==> config.mk <==
export PLATFORM = sky130hd
export DESIGN_NAME = mem_arbiter_flat
export DESIGN_NICKNAME = d
export VERILOG_FILES = /design/src/rtl/mem_arb_pkg.sv /design/src/rtl/mem_arbiter_if.sv /design/src/rtl/mem_arb_watchdog.sv /design/src/rtl/mem_arbiter.sv /design/src/flat_wrapper.sv
export SDC_FILE = /design/constraint.sdc
export NUM_CORES = 1
export LEC_CHECK = 0
export ABC_AREA = 1
export CAP_MARGIN = 20
export CORE_ASPECT_RATIO = 0.75
export CORE_MARGIN = 10
export CORE_UTILIZATION = 40
export CTS_CLUSTER_DIAMETER = 40
export DETAILED_ROUTE_END_ITERATION = 10
export PLACE_DENSITY = 0.77
export SLEW_MARGIN = 20
export SYNTH_ARGS = -nofsm -noshare
export SYNTH_HDL_FRONTEND = slang
export SYNTH_SLANG_ARGS = --single-unit
export TNS_END_PERCENT = 50
==> constraint.sdc <==
create_clock -name clk -period 3.7 [get_ports clk]
set_input_delay 1.11 -clock clk [delete_from_list [all_inputs] [get_ports clk]]
set_output_delay 1.11 -clock clk [all_outputs]
set_load 0.05 [all_outputs]
==> src/rtl/mem_arb_pkg.sv <==
// Shared state/owner types and AddrMode encodings for the memory arbiter.
package mem_arb_pkg;

    typedef enum logic [1:0] {IDLE, ACCESS, RESP} arb_state_t;
    typedef enum logic {OWN_I, OWN_D} owner_t;

    localparam logic [2:0] MODE_LB  = 3'b000;
    localparam logic [2:0] MODE_LH  = 3'b001;
    localparam logic [2:0] MODE_LW  = 3'b010;
    localparam logic [2:0] MODE_LBU = 3'b011;
    localparam logic [2:0] MODE_LHU = 3'b100;
    localparam logic [2:0] MODE_SB  = 3'b101;
    localparam logic [2:0] MODE_SH  = 3'b110;
    localparam logic [2:0] MODE_SW  = 3'b111;

    function automatic logic is_store(input logic [2:0] mode);
        return (mode == MODE_SB) || (mode == MODE_SH) || (mode == MODE_SW);
    endfunction

endpackage

==> src/rtl/mem_arbiter_if.sv <==
// Fetch, load/store and backing-memory signals of the arbiter.
// err exists only when MEM_ARB_TIMEOUT_EN is defined.
interface mem_arbiter_if #(
    parameter int DATA_WIDTH = 32,
    parameter int ADDR_WIDTH = 32
);
    logic                  if_req;
    logic [ADDR_WIDTH-1:0] if_addr;
    logic                  if_ready;
    logic [DATA_WIDTH-1:0] if_rdata;

    logic                  d_req;
    logic [ADDR_WIDTH-1:0] d_addr;
    logic [2:0]            d_addr_mode;
    logic [DATA_WIDTH-1:0] d_wdata;
    logic                  d_ready;
    logic [DATA_WIDTH-1:0] d_rdata;

    logic                  m_req;
    logic [ADDR_WIDTH-1:0] m_addr;
    logic [2:0]            m_addr_mode;
    logic                  m_we;
    logic [DATA_WIDTH-1:0] m_wdata;
    logic [DATA_WIDTH-1:0] m_rdata;
    logic                  m_ack;

    logic                  busy;
`ifdef MEM_ARB_TIMEOUT_EN
    logic                  err;

    modport slave (
        input  if_req, if_addr, d_req, d_addr, d_addr_mode, d_wdata, m_rdata, m_ack,
        output if_ready, if_rdata, d_ready, d_rdata,
        output m_req, m_addr, m_addr_mode, m_we, m_wdata, busy, err
    );
    modport master (
        output if_req, if_addr, d_req, d_addr, d_addr_mode, d_wdata, m_rdata, m_ack,
        input  if_ready, if_rdata, d_ready, d_rdata,
        input  m_req, m_addr, m_addr_mode, m_we, m_wdata, busy, err
    );
`else
    modport slave (
        input  if_req, if_addr, d_req, d_addr, d_addr_mode, d_wdata, m_rdata, m_ack,
        output if_ready, if_rdata, d_ready, d_rdata,
        output m_req, m_addr, m_addr_mode, m_we, m_wdata, busy
    );
    modport master (
        output if_req, if_addr, d_req, d_addr, d_addr_mode, d_wdata, m_rdata, m_ack,
        input  if_ready, if_rdata, d_ready, d_rdata,
        input  m_req, m_addr, m_addr_mode, m_we, m_wdata, busy
    );
`endif

endinterface

==> src/rtl/mem_arb_watchdog.sv <==
// Counts consecutive ACCESS cycles; expired flags the last allowed cycle without an ack.
module mem_arb_watchdog #(
    parameter int TIMEOUT_CYCLES = 64
) (
    input  logic clk,
    input  logic rst,
    input  logic run,
    output logic expired
);
    localparam int CW = $clog2(TIMEOUT_CYCLES + 1);

    logic [CW-1:0] cnt_q, cnt_d;

    // Counter sits at zero outside ACCESS, so each new ACCESS starts fresh.
    always_comb begin
        cnt_d = run ? cnt_q + CW'(1) : '0;
    end

    always_ff @(posedge clk) begin
        if (rst) cnt_q <= '0;
        else     cnt_q <= cnt_d;
    end

    assign expired = run && (cnt_q == CW'(TIMEOUT_CYCLES - 1));

endmodule

==> src/rtl/mem_arbiter.sv <==
// Shares one variable-latency memory port between fetch and load/store, data first.
// Define MEM_ARB_TIMEOUT_EN to add an ACCESS watchdog and the err output.
module mem_arbiter #(
    parameter int DATA_WIDTH     = 32,
    parameter int ADDR_WIDTH     = 32,
    parameter int MAX_D_STREAK   = 4,
    parameter int TIMEOUT_CYCLES = 64
) (
    input logic          clk,
    input logic          rst,
    mem_arbiter_if.slave bus
);
    import mem_arb_pkg::*;

    localparam logic [3:0] STREAK_MAX = 4'(MAX_D_STREAK);

    if (MAX_D_STREAK < 1 || MAX_D_STREAK > 15) begin : g_bad_streak
        $error("mem_arbiter: MAX_D_STREAK must be in 1..15");
    end
    if (TIMEOUT_CYCLES < 1) begin : g_bad_timeout
        $error("mem_arbiter: TIMEOUT_CYCLES must be at least 1");
    end

    arb_state_t            state_q, state_d;
    owner_t                owner_q, owner_d;
    logic [3:0]            streak_q, streak_d;
    logic                  m_req_q, m_req_d;
    logic [ADDR_WIDTH-1:0] m_addr_q, m_addr_d;
    logic [2:0]            m_addr_mode_q, m_addr_mode_d;
    logic                  m_we_q, m_we_d;
    logic [DATA_WIDTH-1:0] m_wdata_q, m_wdata_d;
    logic                  if_ready_q, if_ready_d;
    logic                  d_ready_q, d_ready_d;
    logic [DATA_WIDTH-1:0] if_rdata_q, if_rdata_d;
    logic [DATA_WIDTH-1:0] d_rdata_q, d_rdata_d;
    logic                  pick_data;

`ifdef MEM_ARB_TIMEOUT_EN
    logic err_q, err_d;
    logic wd_expired;

    mem_arb_watchdog #(.TIMEOUT_CYCLES(TIMEOUT_CYCLES)) u_watchdog (
        .clk     (clk),
        .rst     (rst),
        .run     (state_q == ACCESS),
        .expired (wd_expired)
    );
`endif

    always_comb begin
        state_d       = state_q;
        owner_d       = owner_q;
        streak_d      = streak_q;
        m_req_d       = m_req_q;
        m_addr_d      = m_addr_q;
        m_addr_mode_d = m_addr_mode_q;
        m_we_d        = m_we_q;
        m_wdata_d     = m_wdata_q;
        if_ready_d    = 1'b0;
        d_ready_d     = 1'b0;
        if_rdata_d    = if_rdata_q;
        d_rdata_d     = d_rdata_q;
        // Fetch wins a contested slot only once data has used up its streak.
        pick_data     = bus.d_req && !(bus.if_req && streak_q == STREAK_MAX);
`ifdef MEM_ARB_TIMEOUT_EN
        err_d         = 1'b0;
`endif
        case (state_q)
            IDLE: begin
                if (bus.if_req || bus.d_req) begin
                    state_d = ACCESS;
                    m_req_d = 1'b1;
                    if (pick_data) begin
                        owner_d       = OWN_D;
                        m_addr_d      = bus.d_addr;
                        m_addr_mode_d = bus.d_addr_mode;
                        m_wdata_d     = bus.d_wdata;
                        if (!bus.if_req)                streak_d = '0;
                        else if (streak_q < STREAK_MAX) streak_d = streak_q + 4'd1;
                    end else begin
                        owner_d       = OWN_I;
                        m_addr_d      = bus.if_addr;
                        m_addr_mode_d = MODE_LW;
                        m_wdata_d     = '0;
                        streak_d      = '0;
                    end
                    m_we_d = is_store(m_addr_mode_d);
                end
            end
            ACCESS: begin
                if (bus.m_ack) begin
                    m_req_d = 1'b0;
                    state_d = RESP;
                    if (owner_q == OWN_D) begin
                        d_ready_d = 1'b1;
                        d_rdata_d = is_store(m_addr_mode_q) ? '0 : bus.m_rdata;
                    end else begin
                        if_ready_d = 1'b1;
                        if_rdata_d = bus.m_rdata;
                    end
                end
`ifdef MEM_ARB_TIMEOUT_EN
                else if (wd_expired) begin
                    m_req_d = 1'b0;
                    state_d = RESP;
                    err_d   = 1'b1;
                    if (owner_q == OWN_D) begin
                        d_ready_d = 1'b1;
                        d_rdata_d = '0;
                    end else begin
                        if_ready_d = 1'b1;
                        if_rdata_d = '0;
                    end
                end
`endif
            end
            RESP:    state_d = IDLE;
            default: state_d = IDLE;
        endcase
    end

    always_ff @(posedge clk) begin
        if (rst) begin
            state_q       <= IDLE;
            owner_q       <= OWN_I;
            streak_q      <= '0;
            m_req_q       <= 1'b0;
            m_addr_q      <= '0;
            m_addr_mode_q <= 3'b000;
            m_we_q        <= 1'b0;
            m_wdata_q     <= '0;
            if_ready_q    <= 1'b0;
            d_ready_q     <= 1'b0;
            if_rdata_q    <= '0;
            d_rdata_q     <= '0;
`ifdef MEM_ARB_TIMEOUT_EN
            err_q         <= 1'b0;
`endif
        end else begin
            state_q       <= state_d;
            owner_q       <= owner_d;
            streak_q      <= streak_d;
            m_req_q       <= m_req_d;
            m_addr_q      <= m_addr_d;
            m_addr_mode_q <= m_addr_mode_d;
            m_we_q        <= m_we_d;
            m_wdata_q     <= m_wdata_d;
            if_ready_q    <= if_ready_d;
            d_ready_q     <= d_ready_d;
            if_rdata_q    <= if_rdata_d;
            d_rdata_q     <= d_rdata_d;
`ifdef MEM_ARB_TIMEOUT_EN
            err_q         <= err_d;
`endif
        end
    end

    assign bus.m_req       = m_req_q;
    assign bus.m_addr      = m_addr_q;
    assign bus.m_addr_mode = m_addr_mode_q;
    assign bus.m_we        = m_we_q;
    assign bus.m_wdata     = m_wdata_q;
    assign bus.if_ready    = if_ready_q;
    assign bus.if_rdata    = if_rdata_q;
    assign bus.d_ready     = d_ready_q;
    assign bus.d_rdata     = d_rdata_q;
    assign bus.busy        = (state_q != IDLE);
`ifdef MEM_ARB_TIMEOUT_EN
    assign bus.err         = err_q;
`endif

endmodule
==> src/flat_wrapper.sv <==
// flat-port wrapper written by rule: the top's interface ports become plain ports
module mem_arbiter_flat import mem_arb_pkg::*;
#(
    parameter int DATA_WIDTH     = 32,
    parameter int ADDR_WIDTH     = 32,
    parameter int MAX_D_STREAK   = 4,
    parameter int TIMEOUT_CYCLES = 64
)
  (clk, rst, bus_if_req, bus_if_addr, bus_d_req, bus_d_addr, bus_d_addr_mode, bus_d_wdata, bus_m_rdata, bus_m_ack, bus_if_ready, bus_if_rdata, bus_d_ready, bus_d_rdata, bus_m_req, bus_m_addr, bus_m_addr_mode, bus_m_we, bus_m_wdata, bus_busy);
  mem_arbiter_if #(.DATA_WIDTH(DATA_WIDTH), .ADDR_WIDTH(ADDR_WIDTH)) bus_i ();
  input logic clk;
  input logic rst;
  input wire logic [$bits(bus_i.if_req)-1:0] bus_if_req;
  input wire logic [$bits(bus_i.if_addr)-1:0] bus_if_addr;
  input wire logic [$bits(bus_i.d_req)-1:0] bus_d_req;
  input wire logic [$bits(bus_i.d_addr)-1:0] bus_d_addr;
  input wire logic [$bits(bus_i.d_addr_mode)-1:0] bus_d_addr_mode;
  input wire logic [$bits(bus_i.d_wdata)-1:0] bus_d_wdata;
  input wire logic [$bits(bus_i.m_rdata)-1:0] bus_m_rdata;
  input wire logic [$bits(bus_i.m_ack)-1:0] bus_m_ack;
  output wire logic [$bits(bus_i.if_ready)-1:0] bus_if_ready;
  output wire logic [$bits(bus_i.if_rdata)-1:0] bus_if_rdata;
  output wire logic [$bits(bus_i.d_ready)-1:0] bus_d_ready;
  output wire logic [$bits(bus_i.d_rdata)-1:0] bus_d_rdata;
  output wire logic [$bits(bus_i.m_req)-1:0] bus_m_req;
  output wire logic [$bits(bus_i.m_addr)-1:0] bus_m_addr;
  output wire logic [$bits(bus_i.m_addr_mode)-1:0] bus_m_addr_mode;
  output wire logic [$bits(bus_i.m_we)-1:0] bus_m_we;
  output wire logic [$bits(bus_i.m_wdata)-1:0] bus_m_wdata;
  output wire logic [$bits(bus_i.busy)-1:0] bus_busy;
  assign bus_i.if_req = bus_if_req;
  assign bus_i.if_addr = bus_if_addr;
  assign bus_i.d_req = bus_d_req;
  assign bus_i.d_addr = bus_d_addr;
  assign bus_i.d_addr_mode = bus_d_addr_mode;
  assign bus_i.d_wdata = bus_d_wdata;
  assign bus_i.m_rdata = bus_m_rdata;
  assign bus_i.m_ack = bus_m_ack;
  assign bus_if_ready = bus_i.if_ready;
  assign bus_if_rdata = bus_i.if_rdata;
  assign bus_d_ready = bus_i.d_ready;
  assign bus_d_rdata = bus_i.d_rdata;
  assign bus_m_req = bus_i.m_req;
  assign bus_m_addr = bus_i.m_addr;
  assign bus_m_addr_mode = bus_i.m_addr_mode;
  assign bus_m_we = bus_i.m_we;
  assign bus_m_wdata = bus_i.m_wdata;
  assign bus_busy = bus_i.busy;
  mem_arbiter #(.DATA_WIDTH(DATA_WIDTH), .ADDR_WIDTH(ADDR_WIDTH), .MAX_D_STREAK(MAX_D_STREAK), .TIMEOUT_CYCLES(TIMEOUT_CYCLES)) u_core (.clk(clk), .rst(rst), .bus(bus_i));
endmodule
Yosys cells after proc, flatten, opt, wreduce, memory -nomap -nowiden
Index checks and enable logic that the tools add are counted.
Widths: inputs -> output; s select.

operators by class
  add/sub/neg operators = 1
  order comparisons = 1
  equal/unequal tests = 11
  mux-type cells = 18
  bitwise logic cells = 3
  reductions and logical operators = 18

operators by type and width
  kind                 number
  $mux 32              3
  $eq 3x3->1 const B   6
  $mux 4               3
  $reduce_and 3->1     4
  $mux 3               3
  $logic_or 1x1->1     5
  $mux 1               5
  $add 4x1->4 const B  1
  $eq 4x3->1 const B   1
  $lt 4x3->1 const B   1
  $mux 2               2
  $pmux 2 s2           1
  $reduce_and 2->1     2
  $reduce_bool 2->1    2
  $ne 3x3->1 const B   1
  $not 1->1            3
  $reduce_or 3->1      1
  $eq 2x1->1 const B   1
  $logic_and 1x1->1    2
  $logic_not 2->1      1
  $ne 2x1->1 const B   1
  $ne 2x2->1 const B   1
  $pmux 1 s2           1
  $logic_not 1->1      1

storage, ports and cells
  register bits after elaboration = 142
  bits of input ports = 136
  output and inout bits = 136

Longest topological paths before layout
  depth after elaboration = 10
  depth in mapped cells = 12
  depth with buffers taken out = 11

Worst setup path before layout
Ideal clock, no wire load.

  path type = input port to flip-flop
  start = input bus_d_req
  end = register u_core.m_addr_mode_q[0], in the netlist u_core.bus.m_addr_mode[0]
  setup time = 0.070 ns
  arrival time = 2.051 ns
  path slack = 1.579 ns
  stages on the path = 8
  cell sequence = buf_4 -> nor2_4 -> nor2_8 -> inv_2 -> buf_4 -> buf_4 -> nand2_1 -> a21oi_1

on the way
  word-level cells in the longest chain between the ends = 4
  elaborated cells on any way between the ends = 6
  classes of those cells = mux: 3; reduce/logical: 3

ends and longest elaborated chain
  item                    RTL line            text
  start: declaration      flat_wrapper.sv:15  input wire logic [$bits(bus_i.d_req)-1:0] bus_d_req;
  $logic_and 1x1->1       mem_arbiter.sv:64   pick_data = bus.d_req && !(bus.if_req && streak_q == STREAK_MAX);
  $mux 3                  mem_arbiter.sv:73   if (pick_data) begin
  $mux 3                  mem_arbiter.sv:70   if (bus.if_req || bus.d_req) begin
  $mux 3                  mem_arbiter.sv:68   case (state_q)
  end signal: assignment  mem_arbiter.sv:145  m_addr_mode_q <= m_addr_mode_d;
  end: declaration        mem_arbiter.sv:29   logic [2:0] m_addr_mode_q, m_addr_mode_d;

Several ways; a longest one is shown, not always the timed one. The select of a mux whose other input is x is not followed.
A chain may end at the register's enable or synchronous reset.

Worst setup path after layout
  start = register u_core.state_q[1]
  end = output bus_busy

on the way
  word-level cells in the longest chain between the ends = 1

ends and longest elaborated chain
  item                      RTL line            text
  start: declaration        mem_arbiter.sv:24   arb_state_t state_q, state_d;
  start signal: assignment  mem_arbiter.sv:140  state_q <= state_d;
  $reduce_bool 2->1         mem_arbiter.sv:167  assign bus.busy = (state_q != IDLE);
  end: declaration          flat_wrapper.sv:30  output wire logic [$bits(bus_i.busy)-1:0] bus_busy;

Every way passes these cells.

==> summary.txt <==
Outcome
  • Status: completed

Layout
  • Fillers: 1,206
  • Final net count: 1,171
  • Area Overhead vs Synth: 61.1%
  • Fraction of layout cells with a size suffix above 1: 4.89%
  • Non-Filler Instances: 1,219
  • ANT cells: 0

CTS
  • Post-cts hold buffer count: 0
  • Root Driver: clkbuf_16
  • Worst skew pair latency: 410 ps
  • # resized after CTS: 0
  • Clock buffer count from CTS: 17
  • Clk slew on worst S/H paths: 60 ps
  • Post-CTS Setup Inserts: 0
  • CTS max path bufs: 2
  • Clock sinks: 142
  • H-tree depth: 4
  • CTS tree: done

Synth
  • Post-synthesis async set-or-reset flop share: 0%
  • Synth top area share: 50.8%
  • Synth area leaders: dfxtp_1 (51%), nand2_1 (14%), nor2_1 (9.7%)
  • Fraction of the yosys area taken by sequential cells: 50.8%
  • Syn Area/Cell: 7.13 sq um
  • Syn Inst Count: 785
  • Largest area contributor in the netlist: dfxtp_1
  • Netlist Area Pre-Place: 5600 sq um
  • Synth top cells by count: nand2_1 (209), nor2_1 (144), dfxtp_1 (142)
  • Ys flop type: dfxtp_1
  • Cell with the most instances after synthesis: nand2_1
  • #FFs+latches synth: 142
  • Synth Warn #: 0
  • Post-synth EDFFs: 0
  • Synthesized Nets: 923
  • Post-synth cell types: 22

Critical path
  • CP required: 2590 ps
  • Worst-path maximum fanout: 2
  • CP Class: reg -> out
  • Worst setup EP type: output port
  • Worst path max stage delay: 880 ps
  • Worst Path Arrival: 1860 ps
  • CP cell instances: inv_1 -> nand2_1 -> clkdlybuf4s50_1
  • Delay-heaviest family, CP: buffers and inverters
  • WP buf/inv: 2
  • Slowest CP cell: clkdlybuf4s50_1
  • R2R Setup Slk: 1660 ps
  • Nature of the critical path startpoint: register

STA
  • Post-layout minimum cycle time: 2970 ps
  • Fmax: 336 MHz
  • Relative slew slack: 50.9%
  • Final critical-path share of the clock period: 80.3%
  • Slew @ Worst Pin: 737 ps
  • Final setup viols: 0
  • Slew Viols, Final: 0
  • Unrepaired setup endpoints after global routing: false
  • Final Hold Fails: 0
  • Setup_tns: 0 ps
  • Worst clock skew: 5.85 ps

Worst hold path
  • Min-Delay Path Class: reg -> reg

Detailed routing
  • Vias: 5,863
  • DRC viols: 0
  • Routed len/inst: 16.0 microns
  • DR iter-0 viols: 401
  • Final ANT Viol Nets: 0
  • DRT Wirelength: 19.5 mm
  • Via density: 4.81
  • Router iterations before antenna repair: 5

Placement
  • Placed cell count: 1,189
  • DP HPWL: 13.9 mm
  • PortBufs: 271
  • GPL Wtd Cong: 0.824

Global routing
  • M1 GR Usage: 23.4%
  • GR Overflow Total: 0
  • Gr busiest metal: met2
  • Pin count of the biggest net entering global routing: 72
  • Total track usage: 19.5%
  • Global-route track usage on met2: 31.0%
  • Number of global-route vias before repair: 5,565
  • Initial antenna violation count: 0
  • Met3 GRT Util: 9.51%
  • First-pass GRT wire length: 29.9 mm

Power
  • Peak VDD IR: 298 uV
  • Power per cell area: 504 nW/um^2
  • Leakage: 3.78 nW
  • Total power draw: 0.00455 W

Floorplanning
  • Die area: 19,200 sq um
  • Initial Utilization: 40.9%
  • I/O pin count: 272
  • Core region area: 13,700 sq um
  • Die X-Extent: 157 microns
  • Die height: 122 microns
  • Row Count: 37

Run
  • Max_cap viols: 0
==> area by class of cell <==
type | instances | area (sq um) | area share (%)
Clock buffer | 20 | 457 | 5.06
Clock inverter | 10 | 188 | 2.08
Inverter | 52 | 195 | 2.16
Multi-Input combinational cell | 540 | 2330 | 25.8
Sequential cell | 142 | 2840 | 31.5
Tap cell | 175 | 219 | 2.43
Timing Repair Buffer | 280 | 2790 | 30.9
==> tightest hold or removal path, delay by kind of cell (launching register included) <==
kind | cells | cell delay (ps)
compound gates | 1 | 50
simple gates | 1 | 60
flops | 1 | 310
==> state kept, by name, indices dropped and copies added, names as in the netlist <==
name,count
u_core.bus.d_ready,1
u_core.bus.m_we,1
u_core.bus.if_ready,1
u_core.owner_q,1
u_core.state_q,2
u_core.bus.m_wdata,32
u_core.bus.m_addr,32
u_core.bus.m_addr_mode,3
u_core.bus.m_req,1
u_core.bus.d_rdata,32
u_core.streak_q,4
u_core.bus.if_rdata,32
==> routing by layer <==
layer  wire length [microns]  vias to the layer above  share of wire, %
met5                       0                        -                 0
met4                     158                        0              0.81
met3                    2210                       15                11
met2                    8980                      247                46
met1                    8110                     2632                42
li1                        -                     2969                 -
==> worst paths after layout <==
kind / start / to / cells past startpoint
worst min register to register: u_core.bus.d_rdata[19] / u_core.bus.d_rdata[19] / 2
worst max register to register: u_core.streak_q[0] / u_core.bus.m_wdata[2] / 10
worst min-delay path: u_core.bus.d_rdata[19] / u_core.bus.d_rdata[19] / 2
worst max-delay path: u_core.state_q[1] / bus_busy / 3
==> metrics by stage <==
step	area (sq um)	hold WS [ps]	setup WS (ps)	utilization, %
6_report	9020	462	728	65.8
5_1_grt	9020	480	658	65.8
4_1_cts	9020	463	712	65.8
3_5_place_dp	8370	455	581	61.1
3_3_place_gp	8370	449	632	61.1
2_1_floorplan	5600	449	1580	-
==> cell usage in the layout, fill, tap and decap left out <==
cell type,count
o21a_1,1
inv_2,4
nand2_1,209
clkinv_4,2
ha_1,2
nor2_4,2
clkbuf_8,2
buf_12,1
nand2_2,1
inv_1,48
o21ai_0,36
nand2_4,1
nor2_8,1
clkbuf_1,1
a21oi_1,66
nor2_1,142
clkbuf_16,17
nand4_1,3
a31oi_1,1
clkdlybuf4s50_1,270
buf_4,9
nor2_2,2
o21ai_2,1
bufinv_16,5
nand3_1,70
nor3_1,2
clkinv_2,1
clkinvlp_4,2
dfxtp_1,142
==> power by group <==
| part | internal, W | switching [W] | leakage (nW) |
|---|---|---|---|
| clock | 0.00123 | 0.000634 | 0.308 |
| combinational | 0.000375 | 0.000633 | 2.31 |
| sequential | 0.00163 | 0.0000519 | 1.16 |
| total | 0.00323 | 0.00132 | 3.78 |
==> cell families (layout without fill, tap and decap cells) <==
group | count (synthesis) | in the layout | synth area share, %
and+or+nand+nor | 433 | 433 | 31.5
DFF | 142 | 142 | 50.8
AOI/OAI and AO/OA | 105 | 105 | 9.45
buffers and inverters | 103 | 362 | 7.82
adders and majority gates | 2 | 2 | 0.447
Power figures use the tool's default switching activity.
